### src/rtl/sprite_line_sorter.sv
// Per-line sprite visibility scan: cull table entries against one column and
// collect up to MAX_VIS survivors. Define SPRITE_SORT_EN for painter's-order sorting.
module sprite_line_sorter #(
    parameter int unsigned NUM_SPRITES = 128,
    parameter int unsigned MAX_VIS     = 8,
    parameter int unsigned META_W      = 120
) (
    input  logic                             clk,
    input  logic                             rst,
    input  logic                             start,
    input  logic [$clog2(NUM_SPRITES):0]     active_count,
    input  logic [8:0]                       x,
    input  logic [15:0]                      wall_z,
    output logic [$clog2(NUM_SPRITES)-1:0]   stmeta_raddr,
    input  logic [META_W-1:0]                stmeta_read_data,
    output logic                             busy,
    output logic                             done,
    output logic                             overflow,
    output logic [$clog2(MAX_VIS+1)-1:0]     sprite_count,
    input  logic [$clog2(MAX_VIS)-1:0]       rd_addr,
    output logic [META_W-1:0]                rd_meta
);

    localparam int unsigned AW  = $clog2(NUM_SPRITES);
    localparam int unsigned CW  = AW + 1;
    localparam int unsigned SCW = $clog2(MAX_VIS + 1);
    localparam int unsigned RAW = $clog2(MAX_VIS);

    typedef enum logic [1:0] {IDLE, SCAN, DRAIN, DONE} state_t;

    state_t              state_q, state_d;
    logic [AW-1:0]       addr_q, addr_d;
    logic [CW-1:0]       cnt_q, cnt_d;
    logic [8:0]          x_q, x_d;
    logic [15:0]         wall_q, wall_d;
    logic [SCW-1:0]      count_q, count_d;
    logic                ovf_q, ovf_d;
    logic                tv_q, tv_d;
    logic                busy_q, busy_d;
    logic                done_q, done_d;
    logic [META_W-1:0]   rd_meta_q, rd_meta_d;
    logic [META_W-1:0]   list_q [MAX_VIS];
    logic [META_W-1:0]   list_d [MAX_VIS];

    logic [15:0]         z_new;
    logic signed [15:0]  xs_new, xe_new, x_ext;
    logic                vis;
    logic                full;

    // Visibility of the entry whose read data arrives this cycle
    always_comb begin
        z_new  = stmeta_read_data[111:96];
        xs_new = $signed(stmeta_read_data[31:16]);
        xe_new = $signed(stmeta_read_data[15:0]);
        x_ext  = $signed({7'b0, x_q});
        vis    = tv_q && ($signed(z_new) > 16'sd0) && (z_new < wall_q)
                 && (xs_new <= x_ext) && (xe_new >= x_ext);
        full   = (count_q == SCW'(MAX_VIS));
    end

`ifdef SPRITE_SORT_EN
    logic [MAX_VIS-1:0]  ge, ge_prev, ge_next;
    logic [META_W-1:0]   up_meta [MAX_VIS];
    logic [META_W-1:0]   dn_meta [MAX_VIS];

    // ge marks the prefix of entries at least as far as the new one (keeps ties stable)
    always_comb begin
        for (int i = 0; i < MAX_VIS; i++) begin
            ge[i] = (SCW'(i) < count_q) && (list_q[i][111:96] >= z_new);
        end
        ge_prev[0] = 1'b1;
        up_meta[0] = stmeta_read_data;
        for (int i = 1; i < MAX_VIS; i++) begin
            ge_prev[i] = ge[i-1];
            up_meta[i] = list_q[i-1];
        end
        ge_next[MAX_VIS-1] = 1'b0;
        dn_meta[MAX_VIS-1] = stmeta_read_data;
        for (int i = 0; i < MAX_VIS - 1; i++) begin
            ge_next[i] = ge[i+1];
            dn_meta[i] = list_q[i+1];
        end
    end
`endif

    // Next-state, list update and output computation
    always_comb begin
        state_d = state_q;
        addr_d  = addr_q;
        cnt_d   = cnt_q;
        x_d     = x_q;
        wall_d  = wall_q;
        count_d = count_q;
        ovf_d   = ovf_q;
        list_d  = list_q;
        tv_d    = (state_q == SCAN);

        if (vis) begin
`ifdef SPRITE_SORT_EN
            if (!full) begin
                for (int i = 0; i < MAX_VIS; i++) begin
                    if (!ge[i]) begin
                        list_d[i] = ge_prev[i] ? stmeta_read_data : up_meta[i];
                    end
                end
                count_d = count_q + SCW'(1);
            end else begin
                ovf_d = 1'b1;
                // Nearer than the farthest entry: drop entry 0 and slot the new one in
                if (z_new < list_q[0][111:96]) begin
                    for (int i = 0; i < MAX_VIS; i++) begin
                        list_d[i] = ge_next[i] ? dn_meta[i]
                                  : (ge[i] ? stmeta_read_data : list_q[i]);
                    end
                end
            end
`else
            if (!full) begin
                for (int i = 0; i < MAX_VIS; i++) begin
                    if (SCW'(i) == count_q) begin
                        list_d[i] = stmeta_read_data;
                    end
                end
                count_d = count_q + SCW'(1);
            end else begin
                ovf_d = 1'b1;
            end
`endif
        end

        case (state_q)
            IDLE: begin
                if (start) begin
                    x_d     = x;
                    wall_d  = wall_z;
                    cnt_d   = active_count;
                    count_d = '0;
                    ovf_d   = 1'b0;
                    addr_d  = '0;
                    state_d = (active_count == '0) ? DRAIN : SCAN;
                end
            end
            SCAN: begin
                if ({1'b0, addr_q} == CW'(cnt_q - CW'(1))) begin
                    addr_d  = '0;
                    state_d = DRAIN;
                end else begin
                    addr_d = addr_q + AW'(1);
                end
            end
            DRAIN:   state_d = DONE;
            DONE:    state_d = IDLE;
            default: state_d = IDLE;
        endcase

        busy_d = (state_d != IDLE);
        done_d = (state_d == DONE);

        rd_meta_d = '0;
        for (int i = 0; i < MAX_VIS; i++) begin
            if (RAW'(i) == rd_addr) begin
                rd_meta_d = list_q[i];
            end
        end
    end

    always_ff @(posedge clk) begin
        if (rst) begin
            state_q <= IDLE;
            addr_q  <= '0;
            cnt_q   <= '0;
            x_q     <= '0;
            wall_q  <= '0;
            count_q <= '0;
            ovf_q   <= 1'b0;
            tv_q    <= 1'b0;
            busy_q  <= 1'b0;
            done_q  <= 1'b0;
        end else begin
            state_q <= state_d;
            addr_q  <= addr_d;
            cnt_q   <= cnt_d;
            x_q     <= x_d;
            wall_q  <= wall_d;
            count_q <= count_d;
            ovf_q   <= ovf_d;
            tv_q    <= tv_d;
            busy_q  <= busy_d;
            done_q  <= done_d;
        end
    end

    // List storage and read port carry no reset; contents are meaningless until a scan ends
    always_ff @(posedge clk) begin
        list_q    <= list_d;
        rd_meta_q <= rd_meta_d;
    end

    assign stmeta_raddr = addr_q;
    assign busy         = busy_q;
    assign done         = done_q;
    assign overflow     = ovf_q;
    assign sprite_count = count_q;
    assign rd_meta      = rd_meta_q;

endmodule

### config.mk
export PLATFORM = sky130hd
export DESIGN_NAME = sprite_line_sorter
export DESIGN_NICKNAME = d
export VERILOG_FILES = /design/src/rtl/sprite_line_sorter.sv
export SDC_FILE = /design/constraint.sdc
export NUM_CORES = 1
export LEC_CHECK = 0
export CORE_MARGIN = 8
export CORE_UTILIZATION = 30
export CTS_CLUSTER_SIZE = 25
export DETAILED_ROUTE_END_ITERATION = 6
export PLACE_DENSITY_LB_ADDON = 0.12
export SYNTH_ARGS = -nofsm -noshare
export SYNTH_HDL_FRONTEND = slang
export SYNTH_SLANG_ARGS = --single-unit
### constraint.sdc
create_clock -name clk -period 36.1 [get_ports clk]
set_input_delay 7.22 -clock clk [delete_from_list [all_inputs] [get_ports clk]]
set_output_delay 7.22 -clock clk [all_outputs]
set_load 0.02 [all_outputs]
==> results_dict.tcl, run 1 <==
set metrics [dict create \
    drv_cap 0 \
    cts_max_level 4 \
    antenna_found_initial 14 \
    hold_start "list_q[73]$_DFFE_PP_" \
    max_stage_delay_ps 880 \
    max_freq_mhz 82.9 \
    worstMarginPinSlew_ps 1210 \
    vdd_drop_max_v 0.0000341 \
    vias_per_cell 4.75 \
    synth_area_leaders "edfxtp_1 69%, dfxtp_1 8.1%, nand2_1 3.5%" \
    nFillCells 13100 \
    remaining_drc_errors 0 \
    relSlewSlack 0.193 \
    fin_crit_sh 0.334 \
    dr.pass1.iters 7 \
    place_congestion 0.748 \
    die_area_um2 152000 \
    syn_area_per_cell_um2 15.5 \
    crit_required_ps 36460 \
    regArea_um2 32200 \
    synth_xor_area_frac 0.00209 \
    cp-start-kind "primary input" \
    cts_tree "built" \
    start_util 0.301 \
    drive_above_1_share 0.112 \
    synthArstFlopShare 0 \
    worstPathArrival_ps 12430 \
    p_leak_nw 17.0 \
    rr_startpoint "wall_q[7]$_SDFFE_PP0P_" \
    finalClockSkew_ps 33.8 \
    hp-class "reg -> reg" \
    syn_nets 2904 \
    startpoint "stmeta_read_data[31]" \
    worstSetupPathType "in -> reg" \
    multiInputGateArea_um2 9100 \
    setup_viol 0 \
    cts.sinks 1130 \
    yosys_warnings 0 \
    clk_latency_ps 750 \
    cpMostUsedCell "buf_4" \
    synth_cells 2706 \
    dpl.hpwl_um 70800 \
    fp.dieH_um 390 \
    grt_pass1_wl_um 174000 \
    final_hold_viol_count 0 \
    ios 293 \
    synth_flop_cell "edfxtp_1" \
    synth_cell_types 56 \
    worstRegToRegCells 11 \
    syn_to_final_growth_pct 22.3 \
    powerDensity_nw_per_um2 57.0 \
    grt.total_usage 0.154 \
    numPortBuffers 292 \
    grt_max_degree 109 \
    cp_slowest_cell "buf_4" \
    num-nets-final 3222 \
    grt_overflow 0 \
    synth_compound_area_frac 0.0760 \
    fp-row-count 137 \
    core_area_um2 139000 \
    rsz0062_at_grt "no" \
    dieWidth_um 390 \
    clkSlewWorstSetupHoldPaths_ps 60 \
    post-synth-top-area-cell "edfxtp_1" \
    first_global_vias 25000 \
    cts_setup_buffers 0 \
    cts_buffers 131 \
    crit_family "buffers and inverters" \
    synth_simple_gate_area_frac 0.0651 \
    synthAdderAreaFrac 0.0116 \
    holdPathStages 2 \
    synth_top_family_by_area "compound AO/OA/AOI/OAI gates" \
    ant_nets 0 \
    whs_ps 438 \
    syn_area_um2 42000 \
    drtIter0Drc 1416 \
    crit_buf_inv 3 \
    synth_top_area_share 0.687 \
    slew_viol_final 0 \
    vias 23800 \
    fin_tns_setup_ps 0 \
    synth_edf_count 960 \
    root_buffer "clkbuf_16" \
    cts_hold_buf 0 \
    routedWlPerCell_um 23.7 \
    synthMuxAreaShare 0.0603 \
    path_cells "clkdlybuf4s50_1 -> or4_4 -> or3_1 -> o31ai_1 -> o211ai_1 -> nor3b_1 -> and2_4 -> buf_4 -> buf_4" \
    cts_max_path_buffers 3 \
    status "complete, no violations" \
    min_period_ps 12060 \
    drt_wl_total_um 119000 \
    cp_max_fo 54 \
    cp.depth 9 \
    ys_seq_elements 1130 \
    cp-end-kind "flop" \
    ctsResizeCount 0 \
    ys_seq_area_frac 0.768 \
]
state kept, by name (all words and copies together), names as in the netlist:
signal        cells
list_q          960
rd_meta         120
wall_q           16
x_q               9
cnt_q             8
stmeta_raddr      7
sprite_count      4
state_q           2
busy              1
done              1
overflow          1
tv_q              1
cell usage after synthesis, drive strengths merged, types with 3 or more instances:
| cell | n |
|---|---|
| edfxtp | 960 |
| nand2 | 392 |
| nor2 | 178 |
| dfxtp | 170 |
| a21oi | 163 |
| o21ai | 128 |
| clkbuf | 114 |
| mux2i | 84 |
| a22o | 65 |
| mux4 | 57 |
| o221ai | 51 |
| ha | 39 |
| mux2 | 36 |
| inv | 35 |
| buf | 34 |
| a31oi | 24 |
| nand2b | 21 |
| o22ai | 21 |
| a22oi | 16 |
| and2 | 14 |
| o32a | 14 |
| nor3 | 12 |
| nor4 | 8 |
| xnor2 | 8 |
| nand3 | 7 |
| nor2b | 7 |
| a211oi | 5 |
| a21o | 4 |
| nor3b | 4 |
| or3 | 4 |
| nand4 | 3 |
| or4 | 3 |
metrics by stage:
stage | util | setup slack (ps) | instance area (um2) | std cells | power (W)
2_1_floorplan | - | 15350 | 42000 | 2706 | 0.00155
5_1_grt | 0.369 | 23480 | 51300 | 5011 | 0.00303
3_3_place_gp | 0.338 | 23180 | 47100 | 4767 | 0.00165
4_1_cts | 0.369 | 23920 | 51300 | 5009 | 0.00297
6_report | 0.369 | 24040 | 51300 | 5015 | 0.00292
3_5_place_dp | 0.338 | 23130 | 47100 | 4767 | 0.00166
layout make-up:
class | instances | share of cell area
sequential | 1130 | 0.628
multi-input combinational | 1393 | 0.177
clock buffer | 180 | 0.0705
timing repair buffer | 333 | 0.0635
tap | 1876 | 0.0457
clock inverter | 62 | 0.0120
inverter | 35 | 0.00256
antenna | 6 | 0.000293
layer usage:
metal	wire length (um)	track usage	part of all wire
met1	52100	0.201	0.44
met2	57900	0.256	0.49
met3	6470	0.0365	0.054
met4	2380	0.0417	0.020
met5	54	0	0.00045
power breakdown:
group          internal, W  leakage [nW]  total (W)  switching [W]
logic            0.0000739          4.90   0.000186       0.000112
clock network     0.000775          2.07    0.00130       0.000525
registers          0.00143          10.0    0.00144     0.00000782
total              0.00228          17.0    0.00292       0.000645
worst reg2reg max path, stage by stage, from the launching register on:
cell and delay [ps]:
dfxtp_1 330, inv_1 90, ha_1 310, a211o_1 310
a31oi_1 160, o31ai_1 100, a211oi_1 370, o211ai_1 450
nor3b_1 520, and2_4 630, buf_4 880, buf_4 670
placed cells by master (no fill, tap or decap), drive strengths merged, types with 39 or more instances in the layout:
cell / count
nor2: 178
ha: 39
inv: 43
clkdlybuf4s50: 289
nand2: 392
clkinv: 44
o221ai: 51
o21ai: 128
clkbuf: 180
dfxtp: 170
a21oi: 163
mux4: 57
edfxtp: 960
mux2i: 84
a22o: 65
buf: 44
final timing paths:
check,end,slack (ps)
worst max-delay path,list_q[242]$_DFFE_PP_,24040
worst min-delay path,rd_meta[73]$_DFF_P_,440
worst max register to register,list_q[242]$_DFFE_PP_,30880
worst min register to register,rd_meta[73]$_DFF_P_,440
kinds of logic (layout without fill, tap and decap cells):
kind of cell    after synthesis  after routing
compound gates              504            504
xor+xnor                     10             10
fa+ha+maj                    39             39
buf+inv                     183            610
flops                      1130           1130
mux                         177            177
other cells                   0              6
simple gates                663            663
No activity file was read; power rests on OpenSTA's default activity.
==> inputs of run 2 (changes only) <==
clock period = 10.7 ns   (was 36.1 ns; I/O delays follow)
==> run 2 against run 1 <==
Net effect:
- clock-buffer cell count down 2
- combinational power rose to 3.4 times the previous value
- first-iteration DRC count grew 5.1%
- via count fell by 1.3%
- die area stayed put
- global-route usage is 0.24 points lower
- flip-flop and latch count unchanged
- cell area decreased by 0.45%
- largest cell class unchanged
- highest routed layer unchanged
==> results_dict.tcl, run 2 (same netlist as run 1, synthesis figures left out) <==
set metrics [dict create \
    routedWlPerCell_um 23.5 \
    rr_startpoint "wall_q[1]$_SDFFE_PP0P_" \
    fin_ws_ps 4070 \
    drive_above_1_share 0.109 \
    clk_latency_ps 730 \
    drv_cap 0 \
    grt_pass1_wl_um 172000 \
    cts.sinks 1130 \
    grt.total_usage 0.151 \
    max_freq_mhz 151 \
    vdd_drop_max_v 0.000131 \
    fin_tns_setup_ps 0 \
    cp-end-kind "flop" \
    wl_met1_um 52100 \
    nFillCells 13200 \
    met2_length_um 57600 \
    crit_required_ps 11040 \
    clkSlewWorstSetupHoldPaths_ps 60 \
    root_buffer "clkbuf_16" \
    remaining_drc_errors 0 \
    min_period_ps 6630 \
    die_area_um2 152000 \
    dp.cells 4767 \
    startpoint "stmeta_read_data[103]" \
    largest_reg_flops 960 \
    fin_crit_sh 0.619 \
    first_global_vias 25100 \
    num-nets-final 3211 \
    status "complete, no violations" \
    fp-row-count 137 \
    layout_common_cells "960 x edfxtp_1, 391 x nand2_1, 289 x clkdlybuf4s50_1" \
    core_area_um2 139000 \
    place_congestion 0.766 \
    cp_slowest_cell "and2_4" \
    worstPathArrival_ps 6970 \
    crit_family "compound AO/OA/AOI/OAI gates" \
    relSlewSlack 0.117 \
    hold_start "list_q[58]$_DFFE_PP_" \
    cts_tree "built" \
    worstSetupPathType "in -> reg" \
    hp-class "reg -> reg" \
    vias 23500 \
    layout_commonest_cell "edfxtp_1" \
    numPortBuffers 292 \
    final_hold_viol_count 0 \
    grt_max_degree 120 \
    path_cells "clkdlybuf4s50_1 -> ha_1 -> a211o_1 -> a31oi_1 -> o31ai_1 -> a211oi_1 -> o211ai_1 -> nor3b_1 -> and2_4 -> buf_4" \
    cts_setup_buffers 0 \
    drtIter0Drc 1488 \
    syn_to_final_growth_pct 21.7 \
    wl_met3_um 5480 \
    cp-start-kind "primary input" \
    drt_wl_total_um 118000 \
    finalNonFillerCells 5000 \
    max_stage_delay_ps 900 \
    pre_cts_slack_ps 3310 \
    regMostFlops "list_q" \
    cts_max_path_buffers 3 \
    ios 293 \
    worstMarginPinSlew_ps 1320 \
    cts_max_level 3 \
    cts_hold_buf 0 \
    crit_buf_inv 2 \
    start_util 0.301 \
    setup_viol 0 \
    fp.dieH_um 390 \
    rsz0062_at_grt "no" \
    antenna_found_initial 14 \
    p_leak_nw 16.9 \
    cp_max_fo 51 \
    grt_overflow 0 \
    dpl.hpwl_um 69100 \
    cts_buffers 120 \
    slew_viol_final 0 \
    dr.pass1.iters 5 \
    dieWidth_um 390 \
    finalClockSkew_ps 30.6 \
    powerDensity_nw_per_um2 189 \
    dr.max_layer_used "met5" \
    ctsResizeCount 0 \
    vias_per_cell 4.70 \
    ant_nets 0 \
]
run 2: changes by cell type in the layout (fill, tap and decap cells not counted), moves of 3 or more:
| cell | change |
|---|---|
| clkbuf_8 | +12 |
| clkinv_8 | -4 |
| clkinv_1 | -3 |
| clkinv_2 | -4 |
| clkbuf_16 | -12 |
| inv_6 | -5 |
| inv_16 | +3 |
run 2: final cells by class:
class / instances / area, um2 / area share
inverter: 35 / 131 / 0.00257
antenna: 5 / 12.5 / 0.000245
tap: 1876 / 2350 / 0.0459
timing repair buffer: 333 / 3280 / 0.0643
sequential: 1130 / 32200 / 0.631
multi-input combinational: 1393 / 9100 / 0.178
clock buffer: 178 / 3470 / 0.0680
clock inverter: 50 / 498 / 0.00975
run 2: power breakdown:
| part | switching [W] | internal, W | total [W] |
|---|---|---|---|
| Clock | 0.00173 | 0.00244 | 0.00416 |
| Sequential | 0.0000245 | 0.00483 | 0.00485 |
| Combinational | 0.000375 | 0.000250 | 0.000625 |
run 2: path summary, 6_finish.rpt:
check                              end  slack [ps]  cells past startpoint
setup / recovery  list_q[76]$_DFFE_PP_        4070                     10
hold / removal     rd_meta[58]$_DFF_P_         430                      2
setup reg to reg  list_q[76]$_DFFE_PP_        5890                      9
hold reg to reg    rd_meta[58]$_DFF_P_         430                      2
run 2: routing by layer:
metal  up-vias  track usage
met5         -            0
met4         8       0.0401
met3       146       0.0279
met2       532        0.259
met1     12000        0.197
li1      10900            -
run 2: stage by stage:
step            util  cell area, um2  hold slack [ps]  power (W)
2_1_floorplan      -           42000              415    0.00524
4_1_cts        0.367           51100              439    0.00979
3_5_place_dp   0.338           47100              423    0.00558
3_3_place_gp   0.338           47100              425    0.00558
6_report       0.367           51100              433    0.00964
5_1_grt        0.367           51100              449    0.00998
run 2: worst reg2reg max path, cell delays in order, from the launching register on:
cell	delay, ps
dfxtp_1	350
inv_1	60
ha_1	260
a2111oi_0	450
o31ai_1	170
a211oi_1	460
o211ai_1	480
nor3b_1	550
and2_4	900
buf_4	690
==> inputs of run 3 (changes only) <==
clock period = 6 ns   (was 10.7 ns; I/O delays follow)
==> run 3 against run 2 <==
Net effect:
- combinational power grew 81%
- largest cell class unchanged
- critical endpoint is now list_q[202]$_DFFE_PP_
- routed wire length grew 1.2%
- clock power grew 81%
- critical path type unchanged
==> results_dict.tcl, run 3 (same netlist as run 1, synthesis figures left out) <==
set metrics [dict create \
    status "complete, no violations" \
    powerDensity_nw_per_um2 336 \
    p_leak_nw 17.1 \
    use_met1 0.200 \
    final_area_um2 51500 \
    layout_commonest_cell "edfxtp_1" \
    worstPathArrival_ps 4930 \
    worstMarginPinSlew_ps 1210 \
    placed_cell_area_um2 47400 \
    relSlewSlack 0.194 \
    fp-row-count 137 \
    syn_to_final_growth_pct 22.7 \
    grtUsageMet3 0.0386 \
    grt.met2_usage 0.255 \
    remaining_drc_errors 0 \
    ctsResizeCount 0 \
    crit_buf_inv 3 \
    crit_required_ps 6410 \
    rsz0062_at_grt "no" \
    cp_max_fo 42 \
    fin_ws_ps 1480 \
    grt_overflow 0 \
    grt_pass1_wl_um 173000 \
    cts_buffers 132 \
    start_util 0.301 \
    crit_family "buffers and inverters" \
    cts_max_level 4 \
    cp-start-kind "primary input" \
    layout_common_cells "960 x edfxtp_1, 391 x nand2_1, 289 x clkdlybuf4s50_1" \
    cts_hold_buf 0 \
    drt_wl_total_um 119000 \
    slew_viol_final 0 \
    vias_per_cell 4.74 \
    die_area_um2 152000 \
    routedWlPerCell_um 23.7 \
    hp-class "reg -> reg" \
    root_buffer "clkbuf_16" \
    vdd_drop_max_v 0.000248 \
    first_global_vias 24800 \
    antenna_found_initial 12 \
    ant_nets 0 \
    numPortBuffers 292 \
    cts_tree "built" \
    busiest_layer "met2" \
    max_freq_mhz 221 \
    min_period_ps 4520 \
    setup_viol 0 \
    dr.pass1.iters 5 \
    clk_latency_ps 760 \
    ios 293 \
    cp_slowest_cell "clkdlybuf4s50_1" \
    whs_ps 436 \
    drv_cap 0 \
    cts_setup_buffers 0 \
    vias 23800 \
    worstSetupPathType "in -> reg" \
    regMostFlops "list_q" \
    grt.total_usage 0.154 \
    dpl.hpwl_um 71700 \
    path_cells "clkdlybuf4s50_1 -> ha_1 -> a21o_1 -> a31oi_1 -> o31ai_1 -> a211oi_1 -> o211ai_1 -> buf_4 -> nor3b_1 -> and2_4 -> buf_12" \
    drtIter0Drc 1656 \
    core_area_um2 139000 \
    max_stage_delay_ps 760 \
    cts_max_path_buffers 3 \
    largest_reg_flops 960 \
    cp-end-kind "flop" \
    fin_crit_sh 0.753 \
    drive_above_1_share 0.116 \
    clkSlewWorstSetupHoldPaths_ps 60 \
    final_hold_viol_count 0 \
    r2r_slack_ps 2260 \
    pre_cts_slack_ps 720 \
    place_congestion 0.747 \
    dieWidth_um 390 \
    fp.dieH_um 390 \
    cts.sinks 1130 \
    finalClockSkew_ps 27.7 \
    grt_max_degree 75 \
    num-nets-final 3238 \
]
## run 3: cell count changes in the layout (fill, tap and decap cells not counted), moves of 5 or more
cell,change
buf_12,+16
clkbuf_16,+10
clkbuf_8,-7
inv_6,+6
bufinv_16,-5
## run 3: path summary, 6_finish.rpt
check | to | cells after the start | start
setup / recovery | list_q[202]$_DFFE_PP_ | 11 | stmeta_read_data[100]
hold / removal | rd_meta[53]$_DFF_P_ | 2 | list_q[53]$_DFFE_PP_
setup reg to reg | list_q[202]$_DFFE_PP_ | 11 | wall_q[7]$_SDFFE_PP0P_
hold reg to reg | rd_meta[53]$_DFF_P_ | 2 | list_q[53]$_DFFE_PP_
## run 3: per-stage QoR
step           std cells  total power [W]   util  setup TNS (ps)
2_1_floorplan       2706          0.00934      -          -94910
3_3_place_gp        4782          0.00997  0.341               0
3_5_place_dp        4782          0.00997  0.341               0
4_1_cts             5018           0.0176  0.370               0
5_1_grt             5018           0.0179  0.370               0
6_report            5027           0.0173  0.370               0
## run 3: where the power goes
group          leakage, nW  switching, W  internal [W]
Sequential            10.0     0.0000445       0.00861
Combinational         5.02      0.000681      0.000450
Clock                 1.98       0.00316       0.00436
## run 3: area by class of cell
cell class	instances	area [um2]
antenna	9	22.5
clock buffer	177	3610
clock inverter	59	439
fill	13200	87700
inverter	35	131
multi-input combinational	1393	9110
sequential	1130	32200
tap	1876	2350
timing repair buffer	348	3600
## run 3: per-layer routing
layer	vias up	part of all wire
met5	-	0.00020
met4	4	0.021
met3	168	0.056
met2	599	0.48
met1	12100	0.44
li1	10900	-
## run 3: worst register-to-register path, cell delays in order (launching register included)
cell	delay (ps)
dfxtp_1	330
inv_1	60
ha_1	320
a211o_1	320
a31oi_1	150
o31ai_1	110
a211oi_1	410
o211ai_1	170
buf_4	220
nor3b_1	390
and2_4	510
buf_12	330
